==> src/rtl/store_merge_unit_if.sv <==
// Store request port plus word-wide RAM port of the store merge unit.
// slave = the merge unit's view, master = requester/RAM side.
interface store_merge_unit_if #(
    parameter int unsigned ADDR_W = 32
);
    logic              req_valid;
    logic              req_ready;
    logic [ADDR_W-1:0] req_addr;
    logic [1:0]        req_size;
    logic [31:0]       req_data;
    logic              done;
    logic              misaligned;
    logic [ADDR_W-1:0] mem_addr;
    logic              mem_rd_en;
    logic [31:0]       mem_rdata;
    logic              mem_wr_en;
    logic [31:0]       mem_wdata;

    modport master (
        output req_valid, req_addr, req_size, req_data, mem_rdata,
        input  req_ready, done, misaligned, mem_addr, mem_rd_en, mem_wr_en, mem_wdata
    );

    modport slave (
        input  req_valid, req_addr, req_size, req_data, mem_rdata,
        output req_ready, done, misaligned, mem_addr, mem_rd_en, mem_wr_en, mem_wdata
    );
endinterface

==> src/rtl/store_merge_unit.sv <==
// Places SB/SH/SW store data into the byte lanes of a 32-bit RAM word without byte
// enables; sub-word stores use read-modify-write, aligned words are written directly.
module store_merge_unit #(
    parameter int unsigned ADDR_W     = 32,
    parameter bit          BIG_ENDIAN = 1'b0
) (
    input logic               clk,
    input logic               rst_n,
    store_merge_unit_if.slave bus
);
    typedef enum logic [2:0] {
        S_IDLE,
        S_READ,
        S_WAIT,
        S_WRITE,
        S_DONE,
        S_ERR
    } state_t;

    state_t            state, state_next;
    logic [1:0]        size_q, size_n;
    logic [1:0]        lo_q, lo_n;
    logic [15:0]       data_q, data_n;
    logic [ADDR_W-1:0] mem_addr_q, mem_addr_n;
    logic [31:0]       mem_wdata_q, mem_wdata_n;
    logic              req_ready_q, done_q, misaligned_q, mem_rd_en_q, mem_wr_en_q;
    logic [1:0]        byte_lane;
    logic              half_lane;
    logic              illegal;
    logic [31:0]       merged;

    assign byte_lane = BIG_ENDIAN ? (2'd3 - lo_q) : lo_q;
    assign half_lane = BIG_ENDIAN ? ~lo_q[1] : lo_q[1];

    assign illegal = (bus.req_size == 2'b11)
                  || ((bus.req_size == 2'b01) && bus.req_addr[0])
                  || ((bus.req_size == 2'b10) && (bus.req_addr[1:0] != 2'b00));

    always_comb begin
        merged = bus.mem_rdata;
        case (size_q)
            2'b00:   merged[{byte_lane, 3'b000} +: 8]  = data_q[7:0];
            2'b01:   merged[{half_lane, 4'b0000} +: 16] = data_q;
            default: ;
        endcase
    end

    always_comb begin
        state_next  = state;
        size_n      = size_q;
        lo_n        = lo_q;
        data_n      = data_q;
        mem_addr_n  = mem_addr_q;
        mem_wdata_n = mem_wdata_q;
        case (state)
            S_IDLE: begin
                if (bus.req_valid) begin
                    size_n     = bus.req_size;
                    lo_n       = bus.req_addr[1:0];
                    data_n     = bus.req_data[15:0];
                    mem_addr_n = {bus.req_addr[ADDR_W-1:2], 2'b00};
                    if (illegal) begin
                        state_next = S_ERR;
                    end else if (bus.req_size == 2'b10) begin
                        state_next  = S_WRITE;
                        mem_wdata_n = bus.req_data;
                    end else begin
                        state_next = S_READ;
                    end
                end
            end
            S_READ:  state_next = S_WAIT;
            S_WAIT: begin
                state_next  = S_WRITE;
                mem_wdata_n = merged;
            end
            S_WRITE: state_next = S_DONE;
            S_DONE:  state_next = S_IDLE;
            S_ERR:   state_next = S_IDLE;
            default: state_next = S_IDLE;
        endcase
    end

    // Strobes are decoded from the next state so every output comes straight from a flop.
    always_ff @(posedge clk or negedge rst_n) begin
        if (!rst_n) begin
            state        <= S_IDLE;
            size_q       <= '0;
            lo_q         <= '0;
            data_q       <= '0;
            mem_addr_q   <= '0;
            mem_wdata_q  <= '0;
            req_ready_q  <= 1'b1;
            done_q       <= 1'b0;
            misaligned_q <= 1'b0;
            mem_rd_en_q  <= 1'b0;
            mem_wr_en_q  <= 1'b0;
        end else begin
            state        <= state_next;
            size_q       <= size_n;
            lo_q         <= lo_n;
            data_q       <= data_n;
            mem_addr_q   <= mem_addr_n;
            mem_wdata_q  <= mem_wdata_n;
            req_ready_q  <= (state_next == S_IDLE);
            done_q       <= (state_next == S_DONE) || (state_next == S_ERR);
            misaligned_q <= (state_next == S_ERR);
            mem_rd_en_q  <= (state_next == S_READ);
            mem_wr_en_q  <= (state_next == S_WRITE);
        end
    end

    assign bus.req_ready  = req_ready_q;
    assign bus.done       = done_q;
    assign bus.misaligned = misaligned_q;
    assign bus.mem_addr   = mem_addr_q;
    assign bus.mem_rd_en  = mem_rd_en_q;
    assign bus.mem_wr_en  = mem_wr_en_q;
    assign bus.mem_wdata  = mem_wdata_q;
endmodule

==> src/flat_wrapper.sv <==
// flat-port wrapper written by rule: the top's interface ports become plain ports
module store_merge_unit_flat 
#(
    parameter int unsigned ADDR_W     = 32,
    parameter bit          BIG_ENDIAN = 1'b0
)
  (clk, rst_n, bus_req_valid, bus_req_addr, bus_req_size, bus_req_data, bus_mem_rdata, bus_req_ready, bus_done, bus_misaligned, bus_mem_addr, bus_mem_rd_en, bus_mem_wr_en, bus_mem_wdata);
  store_merge_unit_if #(.ADDR_W(ADDR_W)) bus_i ();
  input logic clk;
  input logic rst_n;
  input wire logic [$bits(bus_i.req_valid)-1:0] bus_req_valid;
  input wire logic [$bits(bus_i.req_addr)-1:0] bus_req_addr;
  input wire logic [$bits(bus_i.req_size)-1:0] bus_req_size;
  input wire logic [$bits(bus_i.req_data)-1:0] bus_req_data;
  input wire logic [$bits(bus_i.mem_rdata)-1:0] bus_mem_rdata;
  output wire logic [$bits(bus_i.req_ready)-1:0] bus_req_ready;
  output wire logic [$bits(bus_i.done)-1:0] bus_done;
  output wire logic [$bits(bus_i.misaligned)-1:0] bus_misaligned;
  output wire logic [$bits(bus_i.mem_addr)-1:0] bus_mem_addr;
  output wire logic [$bits(bus_i.mem_rd_en)-1:0] bus_mem_rd_en;
  output wire logic [$bits(bus_i.mem_wr_en)-1:0] bus_mem_wr_en;
  output wire logic [$bits(bus_i.mem_wdata)-1:0] bus_mem_wdata;
  assign bus_i.req_valid = bus_req_valid;
  assign bus_i.req_addr = bus_req_addr;
  assign bus_i.req_size = bus_req_size;
  assign bus_i.req_data = bus_req_data;
  assign bus_i.mem_rdata = bus_mem_rdata;
  assign bus_req_ready = bus_i.req_ready;
  assign bus_done = bus_i.done;
  assign bus_misaligned = bus_i.misaligned;
  assign bus_mem_addr = bus_i.mem_addr;
  assign bus_mem_rd_en = bus_i.mem_rd_en;
  assign bus_mem_wr_en = bus_i.mem_wr_en;
  assign bus_mem_wdata = bus_i.mem_wdata;
  store_merge_unit #(.ADDR_W(ADDR_W), .BIG_ENDIAN(BIG_ENDIAN)) u_core (.clk(clk), .rst_n(rst_n), .bus(bus_i));
endmodule
==> config.mk <==
export PLATFORM = sky130hd
export DESIGN_NAME = store_merge_unit_flat
export DESIGN_NICKNAME = d
export VERILOG_FILES = /design/src/rtl/store_merge_unit_if.sv /design/src/rtl/store_merge_unit.sv /design/src/flat_wrapper.sv
export SDC_FILE = /design/constraint.sdc
export NUM_CORES = 1
export LEC_CHECK = 0
export ABC_AREA = 1
export CAP_MARGIN = 0
export CORE_UTILIZATION = 44
export CTS_BUF_LIST = sky130_fd_sc_hd__clkbuf_8
export DETAILED_ROUTE_END_ITERATION = 10
export GPL_TIMING_DRIVEN = 0
export PLACE_DENSITY = 0.81
export SETUP_SLACK_MARGIN = 0.1
export SYNTH_ARGS = -nofsm -noshare
export SYNTH_HDL_FRONTEND = slang
export SYNTH_SLANG_ARGS = --single-unit
==> constraint.sdc <==
create_clock -name clk -period 1.8 [get_ports clk]
set_input_delay 0.36 -clock clk [delete_from_list [all_inputs] [get_ports clk]]
set_output_delay 0.36 -clock clk [all_outputs]
set_load 0.01 [all_outputs]
# Yosys cells after proc, flatten, opt, wreduce, memory -nomap -nowiden
# Index checks and enable logic that the tools add are counted.
[totals]
register_bits = 90
wordCells = 54
[op_classes]
n_mux = 11
eq_ne = 14
n_shift = 4
reduce_logical = 12
add_sub_neg = 2
[op_table]
columns = ["operator", "n"]
rows = [
  ["case mux 32 bit (2 select lines)", 2],
  ["two-way mux 32 bit", 3],
  ["bitwise mux 32 bit", 2],
  ["variable shift 16 x 7 -> 32 bit (first input constant)", 1],
  ["variable shift 8 x 7 -> 32 bit (first input constant)", 1],
  ["variable part select 16 x 7 -> 32 bit", 1],
  ["variable part select 8 x 7 -> 32 bit", 1],
  ["negator 5 -> 7 bit", 2],
  ["case mux 3 bit (4 select lines)", 1],
  ["equality test 3 x 2 -> 1 bit (second input constant)", 3],
  ["equality test 3 x 1 -> 1 bit (second input constant)", 2],
  ["equality test 3 bit (second input constant)", 2],
  ["logical NOT 3 bit", 2],
  ["two-way mux 3 bit", 2],
  ["equality test 2 x 1 -> 1 bit (second input constant)", 2],
  ["equality test 2 bit (second input constant)", 2],
  ["!= test 2 bit (second input constant)", 2],
  ["AND reduction 4 bit", 1],
  ["nonzero test 2 bit", 2],
  ["logical OR 1 bit", 3],
  ["logical AND 1 bit", 2],
  ["logical NOT 2 bit", 1],
  ["two-way mux 2 bit", 1],
  ["!= test 2 x 1 -> 1 bit (second input constant)", 1],
  ["AND reduction 2 bit", 1],
]

# Longest topological paths before layout
# Gate-level depths: netlist of the first run.
[depth]
depth_word = 9
depth_mapped = 12
depth_no_buf = 10

# Worst setup path after synthesis of the first run
# OpenSTA, ideal clock, no wires.
[synth_timing]
kind = "register to register"
startpoint = "reg u_core.lo_q[1], in the netlist u_core.byte_lane[1]"
endpoint = "reg u_core.mem_wdata_q[15], in the netlist u_core.bus.mem_wdata[15]"
period_less_slack_ns = 1.739
n_path_buf = 3
required_ns = 1.735
t_arrival_ns = 1.674
stages_incl_launch_ff = 13
setup_ns = 0.065
path_slack_ns = 0.061
cell_sequence = "dfrtp_1 > buf_6 > inv_4 > buf_2 > ha_1 > inv_1 > buf_2 > nand3_1 > o21ai_0 > nand2_1 > nand2_1 > nand2_1 > nand2_1"
[synth_between]
elab_chain_cells = 5
elab_cells_between_ends = 10
[synth_rtl]
columns = ["element", "line", "source"]
rows = [
  ["start, declared", "store_merge_unit.sv:22", "logic [1:0] lo_q, lo_n;"],
  ["start signal, assigned", "store_merge_unit.sv:101", "lo_q <= lo_n;"],
  ["negator 5 -> 7 bit (on tied branches)", "store_merge_unit.sv:43, store_merge_unit.sv:42", ""],
  ["variable part select 16 x 7 -> 32 bit (tied with other cells)", "store_merge_unit.sv:43", "2'b01: merged[{half_lane, 4'b0000} +: 16] = data_q;"],
  ["bitwise mux 32 bit (on tied branches)", "store_merge_unit.sv:43, store_merge_unit.sv:42", ""],
  ["case mux 32 bit (2 select lines) *", "store_merge_unit.sv:41", "case (size_q)"],
  ["case mux 32 bit (2 select lines) *", "store_merge_unit.sv:55", "case (state)"],
  ["end signal, assigned", "store_merge_unit.sv:104", "mem_wdata_q <= mem_wdata_n;"],
  ["end, declared", "store_merge_unit.sv:25", "logic [31:0] mem_wdata_q, mem_wdata_n;"],
]
# Mark *: on every way between the ends. The rest lies on a longest branch, timed or not.
# A chain may end at the register's enable or synchronous reset.

# Worst setup path in the final report of the first run
[layout_timing]
startpoint = "reg u_core.lo_q[1], in the netlist u_core.byte_lane[1]"
endpoint = "reg u_core.mem_wdata_q[0], in the netlist u_core.bus.mem_wdata[0]"
# The elaborated chain is that of the path after synthesis.

==> results of run 1 <==
-- worst min-delay path by stage --
stage | startpoint | to | slack (ns) | depth (start not counted)
2_1_floorplan | rst_n | u_core.bus.done$_DFF_PN0_ | 0.06 | 0
3_3_place_gp | u_core.bus.mem_addr[14]$_DFFE_PN0P_ | u_core.bus.mem_addr[14]$_DFFE_PN0P_ | 0.45 | 2
3_5_place_dp | rst_n | u_core.bus.mem_wdata[2]$_DFFE_PN0P_ | 0.32 | 1
4_1_cts | rst_n | u_core.bus.mem_wr_en$_DFF_PN0_ | 0.46 | 2
5_1_grt | rst_n | u_core.bus.mem_wr_en$_DFF_PN0_ | 0.48 | 2
6_report | rst_n | u_core.bus.mem_wdata[2]$_DFFE_PN0P_ | 0.44 | 2
-- worst reg2reg max path, cell delays in order (launching register included) --
cell	delay [ns]
dfrtp_1	0.38
buf_6	0.13
clkinv_8	0.05
buf_8	0.12
ha_4	0.28
nor2_4	0.26
nand3_1	0.12
nand2_1	0.07
nand2_1	0.05
nand2_1	0.08
nand2_1	0.05
nand2_1	0.05
-- area by class of cell --
cell class / instances / area share [%]
Buffer: 47 / 4.39
Clock buffer: 9 / 1.57
Clock inverter: 7 / 1.14
Inverter: 83 / 4.25
Multi-Input combinational cell: 575 / 33.7
Sequential cell: 90 / 28.6
Tap cell: 147 / 2.33
Timing Repair Buffer: 186 / 24.1
-- synthesized netlist by cell type (2+ instances only) --
cell and count:
o21ai_0 52, buf_2 24, inv_2 5, dfrtp_1 89, nand2_1 330, buf_6 11
a21oi_4 2, buf_4 8, nor2_2 2, o21ai_1 27, nand4_1 33, clkbuf_1 4
nand3_1 51, nor2_4 2, inv_1 77, nor2_1 66, ha_1 5
-- power groups by stage --
stage          Sequential [mW]  Combinational (mW)  Clock [mW]
6_report                  3.81                7.85        1.57
5_1_grt                   3.90                8.66        1.66
4_1_cts                   3.78                7.46        1.58
3_5_place_dp              3.80                7.13           0
3_3_place_gp              3.79                7.01           0
2_1_floorplan             4.00                3.90           0
-- state kept, by name, indices dropped and copies added (netlist names) --
register	count
u_core.bus.misaligned	1
u_core.size_q	2
u_core.bus.mem_addr	30
u_core.byte_lane	2
u_core.bus.mem_rd_en	1
u_core.bus.req_ready	1
u_core.bus.done	1
u_core.bus.mem_wr_en	1
u_core.state	3
u_core.data_q	16
u_core.bus.mem_wdata	32
-- layer usage --
layer	vias up	share of wire [%]	routed length (um)
met5	-	0	0
met4	0	2.6	448
met3	37	9.5	1620
met2	277	46	7880
met1	2668	42	7140
li1	2867	-	-
-- cell families (layout without fill, tap and decap cells) --
| logic type | Yosys count | count (layout) | synth area share [%] |
|---|---|---|---|
| simple gates | 486 | 486 | 37.1 |
| buf+inv | 130 | 332 | 11.7 |
| flops | 90 | 90 | 41.8 |
| compound gates | 82 | 82 | 8.08 |
| fa+ha+maj | 5 | 5 | 1.16 |
| other cells | 1 | 2 | 0.0696 |
-- stage by stage --
stage,setup WS (ns),std cells,setup TNS [ns]
after floorplan,0.121,795,0
after global placement,-2.95,1109,-266.78
after detailed placement,-0.283,1110,-4.52
after CTS,0.0954,1136,0
after global routing,-0.000950,1144,-0.000950
final,0.108,1144,0
-- repair_timing --
action	in CTS	in global routing
gates cloned	1	0
endpoints found under the hold margin	28	0
hold buffers	1	0
gates resized for setup	21	77
buffers inserted	8	8
setup endpoints to repair	35	59
pin swaps	0	15
==> run metrics, run 1 <==
status=finished, final reports clean; final hold vios=0; Die Ht=113 um; FILL cells=1016; Slew Limit Fails=0; Slew HR=65.5%; top cell type's share of synthesized area=41.3%; critical path arrival=2.01 ns; GR Util met3=7.51%; commonest non-fill, non-tap cell in the layout=nand2_1; Mapped Area=5390 um^2; multi-input logic area=2660 um^2; initial antenna violation count=0; Hold WC Path Type=input port to async pin; Critical Path Max Stage Delay=0.38 ns; total power=13.2 mW; Routed Antenna Nets=0; Max-Cap Viols=0; H-tree depth=3; Final setup violation count=0; clock insertion delay at the later pin of the skew report=0.39 ns; met1 global-route usage=35.7%; worst vdd ir=0.836 mV; Sequential Area=2250 um^2; Buf/Inv on CP=3; fraction of registers with async set/reset=100%; Sw Pwr=6.05 mW; clock slew at the register clock pins of the worst setup and hold paths=0.10 ns; number of library cell types mapped by synthesis=23; num ports=170; CTS Buf Count=9; drt pass-1 iters=8; Pwr per Cell Area=1680 nW/um^2; Crit path top cell by count=nand2_1; Max FO, Critical Path=8; final wirelength=17100 um; hold_ws=0.440 ns; Top Usage Layer GRT=met2; Core Region=12000 um^2; number of synthesized flops with an enable pin=0; fin crit share=94.0%; number of clock sinks=90; Setup CP Type=flip-flop to flip-flop; sw frac=45.7%; largest area contributor in the netlist=dfrtp_1; die width=113 um; critical path capture point type=flip-flop; design area=7890 um^2; Rows=40; initial core utilization=45.1%; reg-to-reg endpoint=u_core.bus.mem_wdata[0]$_DFFE_PN0P_; RSZ-0062 raised after global routing=yes; WP depth=11; Largest delay share family, worst path=simple AND/OR/NAND/NOR gates; ranking of synthesized cells by area=dfrtp_1 41%, nand2_1 23%, inv_1 5.4%; CTS tree=built; input/output buffers=167; Cell Chain, Critical Path=buf_6 -> clkinv_8 -> buf_8 -> ha_4 -> nor2_4 -> nand3_1 -> nand2_1 -> nand2_1 -> nand2_1 -> nand2_1 -> nand2_1; Least-Margin Pin Slew=0.517 ns; Pint=7.18 mW; Placer Congestion=0.993; grt ovf=0; vias in the first global route=5526; slowest CP cell=dfrtp_1; minimum clock period=1.69 ns; Worst Clk Skew=0.0160 ns; most frequent cells in the layout=325 x nand2_1, 138 x clkdlybuf4s50_1, 89 x dfrtp_1, 73 x inv_1, 66 x nor2_1; FMAX=591 MHz; drt via density=5.11; Clock Root Buffer=clkbuf_8; Comb power frac=59.3%; Setup crit start=u_core.byte_lane[1]$_DFFE_PN0P_; layout cells sized above 1=12.5%; DRC viols=0; Clock Power Share=11.8%; syn_area_per_cell=6.79 um^2; RR Startpoint=u_core.byte_lane[1]$_DFFE_PN0P_; Reg power frac=28.8%; Cells after Synth=794; Worst Path Required=2.12 ns; CTS max path bufs=2; reg2reg setup slack=0.11 ns; M2 GR Usage=45.2%; Layout area overhead=46.4%; Critical Path Start Type=flip-flop; Seq cells post-synth=90; diodes inserted=0; routed vias=5849; DP Area=7280 um^2; largest net degree at the start of global routing=62; Leak=4.15 nW; Die Area=12700 um^2; drt wl/cell=14.9 um; ys flop type=dfrtp_1; nets=1098; GRT Util Overall=28.0%; DP HPWL=12500 um; first-pass GRT wire length=27800 um; Util after Layout=66.0%; path depth of the worst reg2reg path=11; critical path capture point=u_core.bus.mem_wdata[0]$_DFFE_PN0P_; Synth Warn #=0; drt first-iter violations=417; Seq/Total Area, Yosys=41.8%
Power figures use the tool's default switching activity.
==> run 2: changes to the inputs <==
--- a/config.mk
+++ b/config.mk
@@ -9,6 +9,7 @@
 export CAP_MARGIN = 0
 export CORE_UTILIZATION = 44
 export CTS_BUF_LIST = sky130_fd_sc_hd__clkbuf_8
+export CTS_CLUSTER_SIZE = 24
 export DETAILED_ROUTE_END_ITERATION = 10
 export GPL_TIMING_DRIVEN = 0
 export PLACE_DENSITY = 0.81
==> results of run 2 <==
Same layout as run 1: the final DEF is identical, and so are final timing and power.
==> run 3: changes to the inputs <==
--- a/config.mk
+++ b/config.mk
@@ -6,7 +6,7 @@
 export NUM_CORES = 1
 export LEC_CHECK = 0
 export ABC_AREA = 1
-export CAP_MARGIN = 0
+export CAP_MARGIN = 10
 export CORE_UTILIZATION = 44
 export CTS_BUF_LIST = sky130_fd_sc_hd__clkbuf_8
 export CTS_CLUSTER_SIZE = 24
==> results of run 3 <==
Same layout as run 1: the final DEF is identical, and so are final timing and power.
